File: src/rtl/movegen_pkg.sv
// Shared types and board constants for the move-generation square sequencer.
package movegen_pkg;

  typedef enum logic {
    ORDER_FEN    = 1'b0,
    ORDER_ROT180 = 1'b1
  } order_e;

  typedef enum logic {
    ST_IDLE     = 1'b0,
    ST_IN_FRAME = 1'b1
  } state_e;

  localparam int FILES_STD = 8;
  localparam int RANKS_STD = 8;

endpackage

File: src/rtl/movegen_wrap_counter.sv
// Modulo-(MAX+1) counter with enable, same-beat restart and a wrap flag.
// The counter has no backpressure; clr makes the current beat read as zero, so clr with en leaves 1.
module movegen_wrap_counter #(
  parameter int MAX = 7,
  parameter int W   = (MAX < 1) ? 1 : $clog2(MAX + 1)
) (
  input  logic         clk,
  input  logic         rst_n,
  input  logic         en,
  input  logic         clr,
  output logic [W-1:0] cur,
  output logic         wrap
);

  localparam logic [W-1:0] MAX_V = W'(MAX);

  logic [W-1:0] count_q;

  assign cur  = clr ? '0 : count_q;
  assign wrap = en & (cur == MAX_V);

  always_ff @(posedge clk or negedge rst_n) begin
    if (!rst_n) begin
      count_q <= '0;
    end else if (en) begin
      count_q <= wrap ? '0 : cur + 1'b1;
    end else if (clr) begin
      count_q <= '0;
    end
  end

endmodule

File: src/rtl/movegen_square_seq.sv
// Tags each position beat with rank/file/index/first/last, combinationally aligned with the beat.
// Frame-done and error pulses are registered (1 cycle late); the input bus is never backpressured.
module movegen_square_seq
  import movegen_pkg::*;
#(
  parameter int FILES = FILES_STD,
  parameter int RANKS = RANKS_STD,
  localparam int FILE_W = $clog2(FILES),
  localparam int RANK_W = $clog2(RANKS),
  localparam int IDX_W  = $clog2(FILES * RANKS)
) (
  input  logic                     clk,
  input  logic                     rst_n,
  input  logic                     in_pos_valid,
  input  logic                     in_pos_sop,
  input  logic                     in_order,
  output logic                     out_valid,
  output logic [RANK_W-1:0]        out_rank,
  output logic [FILE_W-1:0]        out_file,
  output logic [RANK_W+FILE_W-1:0] out_rankfile,
  output logic [IDX_W-1:0]         out_index,
  output logic                     out_first,
  output logic                     out_last,
  output logic                     out_frame_done,
  output logic                     out_err_short,
  output logic                     out_err_long
);

  localparam int                 SQUARES  = FILES * RANKS;
  localparam logic [IDX_W-1:0]   LAST_IDX = IDX_W'(SQUARES - 1);
  localparam logic [RANK_W-1:0]  RANK_MAX = RANK_W'(RANKS - 1);
  localparam logic [FILE_W-1:0]  FILE_MAX = FILE_W'(FILES - 1);

  state_e              state_q;
  state_e              state_d;
  order_e              order_q;
  order_e              cur_order;
  logic                sop_beat;
  logic                adv;
  logic                is_last;
  logic [FILE_W-1:0]   col;
  logic [RANK_W-1:0]   row;
  logic                col_wrap;
  logic                row_wrap;
  logic [IDX_W-1:0]    idx_q;
  logic [IDX_W-1:0]    cur_idx;
  logic                done_q;
  logic                short_q;
  logic                long_q;

  // A sop beat always re-bases the frame, even if it lands inside one.
  assign sop_beat  = in_pos_valid & in_pos_sop;
  assign adv       = in_pos_valid & (in_pos_sop | (state_q == ST_IN_FRAME));
  assign cur_idx   = sop_beat ? '0 : idx_q;
  assign is_last   = adv & (cur_idx == LAST_IDX);
  assign cur_order = sop_beat ? order_e'(in_order) : order_q;

  movegen_wrap_counter #(.MAX(FILES - 1), .W(FILE_W)) u_col (
    .clk   (clk),
    .rst_n (rst_n),
    .en    (adv),
    .clr   (sop_beat),
    .cur   (col),
    .wrap  (col_wrap)
  );

  movegen_wrap_counter #(.MAX(RANKS - 1), .W(RANK_W)) u_row (
    .clk   (clk),
    .rst_n (rst_n),
    .en    (col_wrap),
    .clr   (sop_beat),
    .cur   (row),
    .wrap  (row_wrap)
  );

  always_ff @(posedge clk or negedge rst_n) begin
    if (!rst_n) begin
      idx_q   <= '0;
      order_q <= ORDER_FEN;
      done_q  <= 1'b0;
      short_q <= 1'b0;
      long_q  <= 1'b0;
    end else begin
      if (adv) begin
        idx_q <= is_last ? '0 : cur_idx + 1'b1;
      end
      if (sop_beat) begin
        order_q <= order_e'(in_order);
      end
      done_q  <= is_last;
      short_q <= sop_beat & (state_q == ST_IN_FRAME);
      long_q  <= in_pos_valid & ~in_pos_sop & (state_q == ST_IDLE);
    end
  end

  always_ff @(posedge clk or negedge rst_n) begin
    if (!rst_n) begin
      state_q <= ST_IDLE;
    end else begin
      state_q <= state_d;
    end
  end

  // Row wrap coincides with the final square; both counters return to zero on it.
  always_comb begin
    state_d = state_q;
    if (adv) begin
      state_d = row_wrap ? ST_IDLE : ST_IN_FRAME;
    end
  end

  always_comb begin
    out_valid    = adv;
    out_rank     = (cur_order == ORDER_FEN) ? (RANK_MAX - row) : row;
    out_file     = (cur_order == ORDER_FEN) ? col : (FILE_MAX - col);
    out_rankfile = {out_rank, out_file};
    out_index    = cur_idx;
    out_first    = adv & (cur_idx == '0);
    out_last     = is_last;
  end

  assign out_frame_done = done_q;
  assign out_err_short  = short_q;
  assign out_err_long   = long_q;

endmodule
File: config.mk
export PLATFORM = sky130hd
export DESIGN_NAME = movegen_square_seq
export DESIGN_NICKNAME = d
export VERILOG_FILES = /design/src/rtl/movegen_pkg.sv /design/src/rtl/movegen_wrap_counter.sv /design/src/rtl/movegen_square_seq.sv
export SDC_FILE = /design/constraint.sdc
export NUM_CORES = 1
export LEC_CHECK = 0
export CORE_MARGIN = 2
export CORE_UTILIZATION = 65
export CTS_BUF_LIST = sky130_fd_sc_hd__clkbuf_8
export CTS_CLUSTER_SIZE = 10
export DETAILED_ROUTE_END_ITERATION = 8
export DONT_BUFFER_PORTS = 1
export PLACE_DENSITY_LB_ADDON = 0.2
export SLEW_MARGIN = 20
export SYNTH_ARGS = -nofsm -noshare
export SYNTH_HDL_FRONTEND = slang
export SYNTH_SLANG_ARGS = --single-unit
File: constraint.sdc
create_clock -name clk -period 1.85 [get_ports clk]
set_clock_uncertainty 0.1 [all_clocks]
set_input_delay 0.37 -clock clk [delete_from_list [all_inputs] [get_ports clk]]
set_output_delay 0.37 -clock clk [all_outputs]
set_load 0.02 [all_outputs]
==> After elaboration in Yosys (flattened, before gate mapping) <==
Cells that the tools add are included.
W data, S select, Z words.
{ "totals": {"reg_bits": 17, "latchBits": 0, "mem_bits_rw": 0, "mem_bits_ro": 0, "input_bits": 5, "output_inout_bits": 24, "wordCells": 41, "mem_count": 0} }
{ "op_classes": {"add_sub_neg": 5, "multipliers": 0, "div_mod_pow": 0, "magnitude_cmp": 0, "eq_ne": 3, "shifts": 0, "muxes": 12, "n_bitwise": 12, "n_reduce_logical": 1} }
{ "ops": {"columns": ["operator", "n"], "rows": [
  ["$mux W3", 8],
  ["$mux W6", 2],
  ["$and A1 B1 Y1", 9],
  ["$add A3 B1 Y3 const B", 2],
  ["$add A6 B1 Y6 const B", 1],
  ["$eq A3 B3 Y1 const B", 2],
  ["$eq A6 B6 Y1 const B", 1],
  ["$logic_not A6 Y1", 1],
  ["$sub A3 B3 Y3 const A", 2],
  ["$mux W1", 2],
  ["$not A1 Y1", 2],
  ["$or A1 B1 Y1", 1]
]} }

==> Logic depth before layout (Yosys ltp) <==
{ "depth": {"word_depth": 7, "mapped_depth": 9, "mapped_depth_nobuf": 7} }

==> Modules after synthesis <==
From an unflattened synthesis, not the netlist that was laid out.
{ "unflattened": {"hier_cells": 106, "area_unflattened_um2": 1062.3} }
{ "modules_own_cells": {"columns": ["module", "n_inst", "cells_per_inst", "area_each_um2"], "rows": [
  ["movegen_square_seq", 1, 74, 701.9],
  ["movegen_wrap_counter", 2, 16, 180.2]
]} }

==> Worst setup path after synthesis <==
OpenSTA, ideal clock, no wires.
{ "synth_path": {"kind": "input to output", "startpoint": "input in_pos_sop", "endpoint": "output out_last", "t_arrival_ps": 1963, "required_time_ps": 1380, "slack_ps": -583, "path_stages": 6, "cell_sequence": "buf_4 nand2_2 and2_1 ha_1 nand2_1 nor4_1"} }
{ "synth_between": {"elab_chain_len": 4, "word_cells_on_any_way": 6} }
{ "synth_rtl": {"columns": ["element", "line_no", "source"], "rows": [
  ["start, declared", "movegen_square_seq.sv:15", "input logic in_pos_sop,"],
  ["$and A1 B1 Y1", "movegen_square_seq.sv:52", "assign sop_beat = in_pos_valid & in_pos_sop;"],
  ["$mux W6", "movegen_square_seq.sv:54", "assign cur_idx = sop_beat ? '0 : idx_q;"],
  ["named net out_index[1]", "movegen_square_seq.sv:21", "output logic [IDX_W-1:0] out_index,"],
  ["$eq A6 B6 Y1", "movegen_square_seq.sv:55", "assign is_last = adv & (cur_idx == LAST_IDX);"],
  ["$and A1 B1 Y1", "movegen_square_seq.sv:55", null],
  ["end, declared", "movegen_square_seq.sv:23", "output logic out_last,"]
]} }
The timed path passes the listed nets, and every way through them passes these cells.

==> Worst setup path in the final report <==
{ "layout_path": {"startpoint": "register idx_q[0]", "endpoint": "output out_first"} }
{ "layout_between": {"elab_chain_len": 3} }
{ "layout_rtl": {"columns": ["element", "line_no", "source"], "rows": [
  ["start, declared", "movegen_square_seq.sv:45", "logic [IDX_W-1:0] idx_q;"],
  ["start signal, assigned", "movegen_square_seq.sv:85", "idx_q <= is_last ? '0 : cur_idx + 1'b1;"],
  ["$mux W6", "movegen_square_seq.sv:54", null],
  ["$logic_not A6 Y1", "movegen_square_seq.sv:118", "out_first = adv & (cur_idx == '0);"],
  ["$and A1 B1 Y1", "movegen_square_seq.sv:118", null],
  ["end, declared", "movegen_square_seq.sv:22", "output logic out_first,"]
]} }
Every way passes these cells.

==> metrics.md <==
| Metric | Value |
|---|---|
| Via count | 926 |
| Clock Pin Slew Worst Setup and Hold Paths | 0.07 ns |
| Cell accounting for the most synthesized area | dfrtp_1 |
| Critical Path Start Type | flip-flop |
| Detailed-router iteration count before antenna repair | 4 |
| Internal Dissipation | 0.905 mW |
| WHS Path Cells | 1 |
| Final setup violation count | 0 |
| Number of distinct library cells after synthesis | 36 |
| Avg Synthesized Cell Area | 9.38 um2 |
| Dominant synthesized flop cell | dfrtp_1 |
| Die outline area | 0.00205 mm2 |
| Horizontal extent of the die | 45.3 um |
| Root Buffer | clkbuf_8 |
| Largest stage delay, worst path | 0.38 ns |
| Sequential share of the synthesized area | 0.384 |
| Share of total power in sequential cells | 0.366 |
| Share of post-route cells with drive strength above 1 | 0.359 |
| Switching Share | 0.409 |
| Post-layout nets | 143 |
| Clock H-tree levels | 1 |
| Initial standard-cell utilization of the core | 0.710 |
| Number of port buffers | 0 |
| Final worst path period need | 1.83 ns |
| Buf/Inv on CP | 3 |
| #FFs+latches synth | 17 |
| Number of buffers on the longest clock path | 2 |
| Crit path max-delay family | flip-flops |
| Post-synthesis async set-or-reset flop share | 1.00 |
| Antenna violations before repair | 0 |
| Num CTS Buffers | 3 |
| Start-to-end type of the worst setup path | flip-flop to output pin |
| Instance area after placement | 0.00118 mm2 |
| Wire length of the first global-routing pass | 4.00 mm |
| Reg2Reg Capture Point | u_row.count_q[1] |
| Final hold slack | 0.0862 ns |
| Final routed DRC violation total | 0 |
| Worst EP arrival | 1.36 ns |
| CTS tree | built |
| Area share of the largest cell type after synthesis | 0.384 |
| Pin count of the biggest net entering global routing | 18 |
| Peak ir drop on the vdd network | 0.782 mV |
| Dpl cells | 137 |
| Kind of path behind the tightest hold check | input port to flip-flop |
| Total of fill cells in the finished design | 74 |
| Post-Synthesis Net Count | 129 |
| Slack of the worst reg-to-reg path | 0.21 ns |
| Synthesized netlist cell count | 118 |
| Top-Level Pins | 29 |
| Count of synthesis-stage warnings from yosys | 0 |
| Pwr dens | 1140 mW/mm2 |
| Data required time at the worst endpoint | 1.38 ns |
| Initial drt markers | 14 |
| Clock network fraction of design power | 0.175 |
| Routed wire length per instance | 17.6 um |
| Crit end category | output pin |
| Headroom to the max-slew limit | 0.493 |
| Final period util | 0.989 |
| Fin. Hold Viols | 0 |
| Via count of the first global-routing pass | 873 |
| Post-synth design cell area | 0.00111 mm2 |
| Post-route ant nets | 0 |
| Critical-path cell with the highest stage delay | dfrtp_1 |
| Post-route design area | 0.00134 mm2 |
| RD Place Congestion | 0.827 |
| TritonCTS Sinks | 17 |
| Number of enable-type register cells in the synthesized netlist | 0 |
| Drt via density | 6.30 |
| Detailed Place HPWL | 1.61 mm |
| Least-Margin Pin Slew | 0.758 ns |
| Clock insertion delay at the later pin of the skew report | 0.24 ns |
| GRT overflow | 0 |
| Power share of the combinational group | 0.459 |
| Relative area change from synthesis to final layout | 21.1% |
| Hold path startpoint | in_pos_sop |
| Result of the run | finished clean |
| Count of non-filler cells in the finished layout | 147 |
| Commonest cells post-synth | dfrtp_1 (17), and2_1 (12), nand2_1 (12), buf_4 (7) |
| Diodes inserted | 0 |
| Number of pins with negative max-slew slack in the final report | 0 |
| Net Sw Power | 0.627 mW |
| Leakage power | 0.630 nW |
| Most frequent cell after synthesis | dfrtp_1 |
| Achievable clock frequency | 547 MHz |
| Area of the core region | 0.00156 mm2 |
| Die outline height | 45.3 um |
| End point of the worst hold path | out_err_long |
| Setup repair after global routing missed its margin | true |
| # rows | 14 |
| Worst R2R Path Depth | 6 |
| Reg2reg start | u_col.count_q[1] |
| Max-cap violations | 0 |
| WL final | 2.59 mm |
| Cell types with the largest area share after synthesis | dfrtp_1 (38%), and2_1 (6.8%), ha_1 (6.8%), buf_4 (4.7%), nand2_1 (4.1%) |
| Cell-by-cell listing of the critical path | and2_4, buf_6, inv_4, ha_4, nand2_2, nor2_2, buf_4 |
| Biggest fanout along the worst timing path | 2 |
| Global-route total usage across every layer | 0.273 |
## routing by layer
metal | global-route usage | share of wire | vias up
met2 | 0.403 | 0.48 | 41
met4 | 0.118 | 0.017 | 0
met1 | 0.391 | 0.44 | 445
li1 | - | - | 433
met5 | 0 | 0 | -
met3 | 0.0480 | 0.057 | 7
## cell type report
type	count	area, um2	share of cell area
timing repair buffer	21	168	0.125
multi-input combinational	86	661	0.493
tap	16	20.0	0.0149
sequential	17	432	0.322
clock inverter	1	3.75	0.00280
inverter	3	16.3	0.0121
clock buffer	3	41.3	0.0308
## layout by cell type, fill, tap and decap left out, types with 3 or more instances in the layout
| master | instances |
|---|---|
| o21ai_0 | 5 |
| a21oi_1 | 5 |
| dfrtp_1 | 12 |
| and2_4 | 3 |
| and2_1 | 10 |
| a31oi_1 | 3 |
| nand2_1 | 10 |
| nand3_1 | 3 |
| buf_4 | 18 |
| nor3b_1 | 3 |
| ha_1 | 3 |
| xor2_1 | 3 |
| clkbuf_8 | 3 |
| dfrtp_2 | 5 |
| xnor2_1 | 4 |
| nor2_1 | 3 |
## per-stage QoR
step	setup TNS (ns)	total power [mW]	util	setup WS, ns
global placement	0	1.08	0.759	0.0751
CTS	0	1.45	0.831	0.00667
global route	-0.0520	1.61	0.860	-0.0326
floorplan	-0.725	1.00	-	-0.197
detailed placement	0	1.10	0.759	0.0447
finish	0	1.53	0.860	0.0208
## registers in the layout (all words and copies together), names as in the netlist
| register | cells |
|---|---|
| order_q | 1 |
| state_q | 1 |
| out_err_short | 1 |
| idx_q | 6 |
| u_col.count_q | 3 |
| out_frame_done | 1 |
| u_row.count_q | 3 |
| out_err_long | 1 |
## kinds of logic after synthesis
group,Yosys count,synth area share
simple gates,46,0.235
compound gates,27,0.167
flops,17,0.384
buf+inv,15,0.0904
xor+xnor,7,0.0554
fa+ha+maj,6,0.0678
## worst max path at each step
| stage | startpoint | endpoint | slack (ns) | depth (start not counted) |
|---|---|---|---|---|
| global placement | in_pos_valid | out_last | 0.08 | 5 |
| global route | idx_q[0] | out_first | -0.03 | 7 |
| floorplan | in_pos_valid | out_rankfile[3] | -0.20 | 5 |
| CTS | idx_q[0] | out_first | 0.007 | 7 |
| detailed placement | in_pos_valid | out_last | 0.04 | 5 |
| finish | idx_q[0] | out_first | 0.02 | 7 |
## power groups by stage
stage | logic, mW | clock network (mW) | registers, mW
final | 0.703 | 0.268 | 0.561
after global routing | 0.749 | 0.289 | 0.572
after CTS | 0.636 | 0.271 | 0.541
after detailed placement | 0.550 | 0 | 0.550
after global placement | 0.536 | 0 | 0.544
after floorplan | 0.494 | 0 | 0.507
## repair_timing
item                       CTS  global route
setup endpoints to repair    2             5
hold endpoints to repair    17             0
pin swaps                    3             0
hold buffers                 1             0
gates resized for setup     13             7
buffers inserted             2             3
(Power assumes the default switching activity.)
